### src/rtl/ahb3lite_mem_arbiter.sv
// Two-master arbiter for the single external memory port.
// The CPU master only writes and the CoreSystem master only reads. One master owns the
// port at a time. A per-grant beat limit and alternation on ties give round-robin fairness.
// The owner's beats go straight through to the memory strobes with no added latency.
// Read data comes back from memory one cycle later and is flagged by core_rvalid.
module ahb3lite_mem_arbiter #(
  parameter int unsigned ADDR_W    = 32,
  parameter int unsigned DATA_W    = 32,
  parameter int unsigned MAX_BURST = 16
) (
  input  logic              HCLK,
  input  logic              HRESET,
  // CPU write master
  input  logic              cpu_req,
  input  logic [ADDR_W-1:0] cpu_addr,
  input  logic [DATA_W-1:0] cpu_wdata,
  output logic              cpu_hready,
  // CoreSystem read master
  input  logic              core_req,
  input  logic [ADDR_W-1:0] core_addr,
  output logic              core_hready,
  output logic [DATA_W-1:0] core_rdata,
  output logic              core_rvalid,
  // Memory port
  output logic [ADDR_W-1:0] mem_READ_addr,
  output logic              mem_read_flag,
  input  logic [DATA_W-1:0] HRDATA_fromMem,
  output logic [ADDR_W-1:0] mem_WRITE_addr,
  output logic              mem_write_flag,
  output logic [DATA_W-1:0] HWDATA_toMem,
  output logic [1:0]        grant_owner
);

  localparam int unsigned CntW = $clog2(MAX_BURST + 1);
  // Index of the last beat a grant may take while the other master waits.
  localparam logic [CntW-1:0] CntMax = CntW'(MAX_BURST - 1);

  // The state encoding matches the grant_owner code, so the state drives that output directly.
  typedef enum logic [1:0] {
    StIdle    = 2'b00,
    StGntCpu  = 2'b01,
    StGntCore = 2'b10
  } state_e;

  typedef enum logic {
    OwnCpu  = 1'b0,
    OwnCore = 1'b1
  } owner_e;

  state_e          state_q, state_d;
  owner_e          last_owner_q, last_owner_d;
  logic [CntW-1:0] beat_cnt_q, beat_cnt_d;
  logic            rvalid_q;

  logic            cpu_beat;
  logic            core_beat;

  // A beat is the owner presenting a request. It is accepted in the same cycle.
  assign cpu_beat  = (state_q == StGntCpu) && cpu_req;
  assign core_beat = (state_q == StGntCore) && core_req;

  // Next-state logic: grant from idle, hand over on release or when the beat limit is reached.
  always_comb begin
    state_d      = state_q;
    last_owner_d = last_owner_q;
    beat_cnt_d   = beat_cnt_q;
    case (state_q)
      StIdle: begin
        beat_cnt_d = '0;
        if (cpu_req && core_req) begin
          // On a tie, grant the master that did not own the port last.
          state_d = (last_owner_q == OwnCore) ? StGntCpu : StGntCore;
        end else if (cpu_req) begin
          state_d = StGntCpu;
        end else if (core_req) begin
          state_d = StGntCore;
        end
      end
      StGntCpu: begin
        if (!cpu_req) begin
          last_owner_d = OwnCpu;
          beat_cnt_d   = '0;
          state_d      = core_req ? StGntCore : StIdle;
        end else if ((beat_cnt_q == CntMax) && core_req) begin
          // The last allowed beat is taken now. The Core gets the port next cycle with no gap.
          last_owner_d = OwnCpu;
          beat_cnt_d   = '0;
          state_d      = StGntCore;
        end else if (beat_cnt_q != CntMax) begin
          beat_cnt_d = beat_cnt_q + CntW'(1);
        end
      end
      StGntCore: begin
        if (!core_req) begin
          last_owner_d = OwnCore;
          beat_cnt_d   = '0;
          state_d      = cpu_req ? StGntCpu : StIdle;
        end else if ((beat_cnt_q == CntMax) && cpu_req) begin
          last_owner_d = OwnCore;
          beat_cnt_d   = '0;
          state_d      = StGntCpu;
        end else if (beat_cnt_q != CntMax) begin
          beat_cnt_d = beat_cnt_q + CntW'(1);
        end
      end
      default: begin
        state_d    = StIdle;
        beat_cnt_d = '0;
      end
    endcase
  end

  // State, fairness bookkeeping and read-valid pipeline.
  // On reset any in-flight read is dropped.
  always_ff @(posedge HCLK) begin
    if (HRESET) begin
      state_q      <= StIdle;
      last_owner_q <= OwnCore;
      beat_cnt_q   <= '0;
      rvalid_q     <= 1'b0;
    end else begin
      state_q      <= state_d;
      last_owner_q <= last_owner_d;
      beat_cnt_q   <= beat_cnt_d;
      rvalid_q     <= core_beat;
    end
  end

  // Memory port mux: only the active beat drives its port. The idle port is held at zero.
  always_comb begin
    mem_write_flag = 1'b0;
    mem_WRITE_addr = '0;
    HWDATA_toMem   = '0;
    mem_read_flag  = 1'b0;
    mem_READ_addr  = '0;
    if (cpu_beat) begin
      mem_write_flag = 1'b1;
      mem_WRITE_addr = cpu_addr;
      HWDATA_toMem   = cpu_wdata;
    end
    if (core_beat) begin
      mem_read_flag = 1'b1;
      mem_READ_addr = core_addr;
    end
  end

  // Handshake outputs: a master is stalled only while it requests without owning the port.
  always_comb begin
    cpu_hready  = (state_q == StGntCpu) || !cpu_req;
    core_hready = (state_q == StGntCore) || !core_req;
  end

  assign grant_owner = state_q;
  assign core_rvalid = rvalid_q;
  assign core_rdata  = HRDATA_fromMem;

endmodule

### config.mk
export PLATFORM = sky130hd
export DESIGN_NAME = ahb3lite_mem_arbiter
export DESIGN_NICKNAME = d
export VERILOG_FILES = /design/src/rtl/ahb3lite_mem_arbiter.sv
export SDC_FILE = /design/constraint.sdc
export NUM_CORES = 1
export LEC_CHECK = 0
export BUFFER_PORTS_ARGS = -buffer_cell sky130_fd_sc_hd__buf_2
export CORE_AREA = 2 2 103 105
export DETAILED_ROUTE_END_ITERATION = 16
export DIE_AREA = 0 0 105 107
export SLEW_MARGIN = 20
export SYNTH_ARGS = -nofsm -noshare
export SYNTH_HDL_FRONTEND = slang
export SYNTH_SLANG_ARGS = --single-unit
### constraint.sdc
create_clock -name HCLK -period 1.7 [get_ports HCLK]
set_clock_uncertainty 0.1 [all_clocks]
set_input_delay 0.255 -clock HCLK [delete_from_list [all_inputs] [get_ports HCLK]]
set_output_delay 0.255 -clock HCLK [all_outputs]
set_load 0.02 [all_outputs]
==> results of run 1 <==
[metrics by stage]
stage / setup TNS [ps] / setup slack, ps
2_1_floorplan: 0 / 8.25
5_1_grt: -6780 / -93.9
3_3_place_gp: 0 / 96.5
3_5_place_dp: 0 / 53.1
6_report: -1380 / -39.4
4_1_cts: -1960 / -51.0
[state kept, by name, summed over array words and instances (netlist names)]
name and cells:
last_owner_q 1, core_rvalid 1, grant_owner 2, beat_cnt_q 5
[layer usage]
| metal | vias up | track usage |
|---|---|---|
| met5 | - | 0 |
| met4 | 0 | 0.0467 |
| met3 | 28 | 0.0267 |
| met2 | 119 | 0.219 |
| met1 | 949 | 0.121 |
| li1 | 1029 | - |
[synth_stat cells (all sizes together)]
master | number | area [sq um]
o22ai | 1 | 20.0
nand2 | 3 | 11.3
a311o | 1 | 10.0
o211a | 1 | 10.0
clkbuf | 20 | 75.1
a21oi | 3 | 15.0
nor2 | 3 | 11.3
nor3 | 1 | 5.00
xor2 | 1 | 8.76
nand4b | 1 | 23.8
a21boi | 2 | 18.8
and3 | 97 | 607
o21ai | 3 | 18.8
o211ai | 1 | 7.51
a21o | 1 | 7.51
ha | 5 | 62.6
buf | 35 | 268
dfxtp | 9 | 180
inv | 4 | 15.0
nand3 | 2 | 10.0
o22a | 1 | 8.76
and2 | 3 | 21.3
mux2i | 3 | 30.0
nand2b | 3 | 18.8
xnor2 | 2 | 17.5
o21a | 1 | 7.51
[worst max path at each step]
stage | start | endpoint | slack (ps) | depth (start not counted)
floorplan | grant_owner[1] | HWDATA_toMem[12] | 8 | 5
global placement | grant_owner[1] | last_owner_q | 100 | 6
detailed placement | grant_owner[1] | mem_WRITE_addr[9] | 50 | 5
CTS | grant_owner[1] | HWDATA_toMem[31] | -50 | 6
global route | grant_owner[1] | HWDATA_toMem[15] | -90 | 6
finish | grant_owner[1] | mem_WRITE_addr[0] | -40 | 6
[layout by cell type, fill, tap and decap left out, types with 3 or more instances in the layout]
cell type	netlist	final
and3_1	97	77
inv_1	4	3
ha_1	5	3
buf_2	1	125
and3_4	0	20
buf_12	0	4
a21oi_1	3	3
nand2_1	3	3
clkbuf_8	0	3
buf_4	32	9
buf_6	2	76
dfxtp_1	9	7
nor2_1	3	3
mux2i_1	3	3
[cells by family after synthesis]
kind of cell / share of synthesized area
AOI/OAI and AO/OA: 0.0832
xor gates and xnor gates: 0.0177
adders and majority gates: 0.0420
buffers and inverters: 0.240
DFF: 0.121
muxes: 0.0202
and+or+nand+nor: 0.476
[layout make-up]
class                      instances  area share
tap                              136      0.0524
inverter                           4     0.00540
multi-input combinational        139       0.337
clock buffer                       4      0.0139
sequential                         9      0.0578
timing repair buffer             218       0.534
[where the power goes]
part	internal [mW]	switching, mW	leakage, nW
sequential	0.261	0.0375	0.0745
combinational	1.32	1.20	1.88
clock	0.164	0.0936	0.0228
total	1.75	1.33	1.97
[what timing repair did]
item	4_1_cts	5_1_grt
pin swaps	2	2
cloned	3	0
buffers inserted	6	1
gates resized for setup	175	14
endpoints found under the setup margin	100	102
==> reports/qor.yml, run 1 <==
routing:
  viasPerCell: 4.17
  dr.max_layer_used: "met4"
  num_vias: 2125
  wl_met3_um: 573
  drc: 0
  totalWireLength_mm: 7.01
  drt-met1-wl_mm: 2.48
  drt-pass1-iter-count: 4
  drt_iter0_markers: 64
  wl_met2_mm: 3.76
  wl_per_cell_um: 13.8
  antenna_left: 0
pwr:
  p_per_area_nw_per_um2: 950
  p_leak_nw: 1.97
  p_total_mw: 3.08
  vdd_drop_max_v: 0.000300
outcome:
  status: "finished with violations"
  violations: "setup timing"
die:
  core_sq_um: 10100
  dieArea_sq_um: 11200
  row_count: 37
  start_util: 0.148
  die_x_um: 105
  die_y_um: 107
  io_pins: 267
sta:
  fmax_mhz: 575
  fin_crit_ps: 1740
  slew_headroom: 0.797
  setup_violations: 66
  setup_slack_ps: -39.4
  rsz0062_at_grt: "yes"
  fin_crit_sh: 1.02
  worstMarginPinSlew_ps: 303
  hold_violations: 0
  fin_hold_ws_ps: 155
  drv_slew: 0
clock_tree:
  clk_latency_ps: 240
  cts.clk_slew.worst_paths_ps: 50
  hold_buffers: 0
  cts_tree: "done"
  cts_root_buf: "clkbuf_8"
  cts_buffer_depth: 2
  cts-htree-levels: 1
  clock-sinks: 9
  numCtsBuffers: 3
synthesis:
  yosys_register_bits: 9
  seq_area_frac_synth: 0.121
  syn_area_sq_um: 1490
  synth_warnings: 0
  syn-num-nets: 344
  synthCells: 207
  syn_area_per_cell_sq_um: 7.19
  synthDistinctLibCells: 32
min_path:
  holdPathStages: 2
  min-delay-start: "HRESET"
  min_path_type: "primary input to flip-flop"
  holdPathEnd: "last_owner_q"
global_routing:
  antenna_found_initial: 0
  overflow: 0
  grt_usage: 0.115
  grt_pass1_wl_mm: 10.6
  grt_max_degree: 66
  grt_pass1_vias: 2185
placed_design:
  dpl.cell_count: 496
  dp_hpwl_mm: 4.74
  portBuffers: 202
  place.gp.congestion: 0.750
  dpl_cell_area_sq_um: 2410
cells_and_area:
  n_fill_cell: 1074
  area_delta_synth_final_pct: 118
  fin_cells: 510
  multi_input_area_sq_um: 1090
  nNetsFinal: 512
  stdcell_area_sq_um: 3250
  seq_area_sq_um: 188
  final_core_util: 0.322
  drive_gt1_frac: 0.679
  n_antenna_cell: 0
setup_path:
  ff2ff_setup_slack_ps: 40
  cp_max_fo: 15
  cp_common_cell: "buf_12"
  r2r_end: "grant_owner[1]"
  crit_path_start_kind: "flip-flop"
  cp-end-kind: "output pin"
  slowest_delay_ps: 350
  worstSetupPathType: "flip-flop to output pin"
  worstPathRequired_ps: 1340
  cpLargestDelayFamily: "buffers and inverters"
  cp_slowest_cell: "dfxtp_4"
  cp_num_buf_inv: 4
  cp_cell_sequence: "inv_4 > ha_4 > buf_12 > buf_12 > and3_4 > buf_6"
  rr_startpoint: "grant_owner[1]"
  rr_worst_depth: 7
  cp.arrival_ps: 1380
run:
  max_cap_viol_count: 0
(Power assumes the default switching activity.)
==> inputs of run 2 (changes only) <==
Settings changed: ABC_AREA set to 1, CORE_AREA 2 2 103 105 to 2 2 104 106, DIE_AREA 0 0 105 107 to 0 0 106 108.
==> reports/qor.yml, run 2 <==
run:
  max_cap_viol_count: 0
setup_path:
  slowest_delay_ps: 360
  worstSetupPathType: "flip-flop to output pin"
  cp_slowest_cell: "dfxtp_4"
  cp-end-kind: "output pin"
  cp.arrival_ps: 1460
  crit_path_start_kind: "flip-flop"
  cp_max_fo: 7
  cp_cell_sequence: "inv_4 > ha_4 > nand2_8 > buf_12 > clkbuf_16 > nor2_4 > buf_6"
  worstPathRequired_ps: 1340
synthesis:
  yosysMostFrequentCell: "inv_1"
  syn-num-nets: 447
  syn_area_per_cell_sq_um: 5.03
  synth.top_cell.area_share: 0.260
  synthArstFlopShare: 0
  synthCells: 310
  syn_area_sq_um: 1560
  synth_adder_area_share: 0.0401
  synth_top_cell_by_area: "inv_1"
  synth-edff-count: 0
  yosys_register_bits: 9
  seq_area_frac_synth: 0.115
  synth_warnings: 0
  synth_top_family_by_area: "buffers and inverters"
  synth_flop_cell: "dfxtp_1"
  synth_compound_area_frac: 0.0425
  synthDistinctLibCells: 20
  muxShareOfSynthArea: 0
  synth_xor_area_frac: 0.00561
  ys_top_cells_by_count: "108 x inv_1, 106 x nor2_1, 32 x buf_4"
  yosys.area_share.simple: 0.353
  synth_area_leaders: "inv_1 26%, nor2_1 26%, buf_4 15%"
routing:
  viasPerCell: 3.90
  drc: 0
  antenna_left: 0
  wl_per_cell_um: 12.7
  num_vias: 2456
  drt-pass1-iter-count: 4
  drt_iter0_markers: 57
  totalWireLength_mm: 8.03
clock_tree:
  cts_root_buf: "clkbuf_8"
  clock-sinks: 9
  cts.clk_slew.worst_paths_ps: 50
  numCtsBuffers: 3
  hold_buffers: 0
  cts_tree: "done"
  clk_latency_ps: 230
  cts_buffer_depth: 2
  cts-htree-levels: 1
sta:
  setup_violations: 76
  fin_crit_sh: 1.06
  slew_headroom: 0.800
  fin_crit_ps: 1810
  worstMarginPinSlew_ps: 293
  fmax_mhz: 552
  hold_violations: 0
  setup_slack_ps: -110
  drv_slew: 0
  rsz0062_at_grt: "yes"
cells_and_area:
  final_core_util: 0.381
  drive_gt1_frac: 0.680
  nNetsFinal: 632
  n_antenna_cell: 0
  largest_register_ffs: 5
  final_cell_mix: "117 x buf_2, 106 x inv_1, 61 x buf_6, 57 x nor2_4, 39 x nor2_2"
  final_common_cell: "buf_2"
  area_delta_synth_final_pct: 150
  regMostFlops: "beat_cnt_q"
global_routing:
  grt_usage: 0.107
  busiest_layer: "met2"
  grt_pass1_vias: 2108
  met1_usage: 0.108
  overflow: 0
  grt_pass1_wl_mm: 9.80
  antenna_found_initial: 0
  grt_max_degree: 34
  globalRouteMet3Util: 0.0313
  grtUsageMet2: 0.209
placed_design:
  portBuffers: 202
  place.gp.congestion: 0.809
  dp_hpwl_mm: 5.26
die:
  start_util: 0.153
  die_x_um: 106
  die_y_um: 108
  dieArea_sq_um: 11400
  core_sq_um: 10200
  row_count: 37
  io_pins: 267
pwr:
  p_leak_nw: 2.21
  p_total_mw: 2.82
  p_per_area_nw_per_um2: 722
  vdd_drop_max_v: 0.000497
outcome:
  violations: "setup timing"
  status: "finished with violations"
min_path:
  min_path_type: "primary input to flip-flop"
==> run 2: worst paths after layout <==
path / start / endpoint / slack, ps / cells past startpoint
max: grant_owner[1] / mem_WRITE_addr[28] / -110 / 7
min: HRESET / core_rvalid / 100 / 2
max reg2reg: beat_cnt_q[0] / beat_cnt_q[0] / 210 / 8
min reg2reg: beat_cnt_q[4] / beat_cnt_q[4] / 400 / 2
==> run 2: cells by family (layout without fill, tap and decap cells) <==
group / after synthesis / after routing
buffers and inverters: 150 / 334
and+or+nand+nor: 134 / 134
AOI/OAI and AO/OA: 11 / 11
DFF: 9 / 9
adders and majority gates: 5 / 5
xor gates and xnor gates: 1 / 1
==> run 2: layout make-up <==
cell class              count  area, sq um
repair buffers            222         1830
fillers                  1044         6330
well taps                 136          170
inverters                 108          410
multi-input cells         151         1260
clock buffers               4         45.0
flip-flops and latches      9          188
==> run 2: repair_timing <==
item | 4_1_cts | 5_1_grt
pin swaps | 2 | 5
resized for setup | 137 | 161
endpoints found under the setup margin | 100 | 90
cloned | 3 | 6
buffers inserted | 3 | 5
==> run 2: power by group <==
group | switching, mW | internal [mW] | total, mW
Sequential | 0.0431 | 0.256 | 0.299
Clock | 0.0818 | 0.163 | 0.245
Combinational | 1.23 | 1.04 | 2.27
==> run 2: stage by stage <==
step	setup TNS (ps)	worst slack, ps	hold slack [ps]	std cells	instance area (sq um)
after floorplan	-1940	-29.9	227	310	1620
after global placement	0	89.4	340	610	2570
after detailed placement	0	55.7	341	610	2570
after CTS	-6820	-93.8	94.4	620	3150
after global routing	-7700	-145	106	630	3900
final	-4120	-110	96.4	630	3900
==> run 2: worst max-delay path: cells and delay by family, from the launching register on <==
family | cells | cell delay (ps)
adders and majority gates | 1 | 150
buffers and inverters | 4 | 530
DFF | 1 | 360
and+or+nand+nor | 2 | 190
==> run 2: routing by layer <==
metal  up-vias  wire length [um]
met3        22               821
li1       1187                 -
met4         0               253
met1      1062              2660
met5         -                 0
met2       185              4300
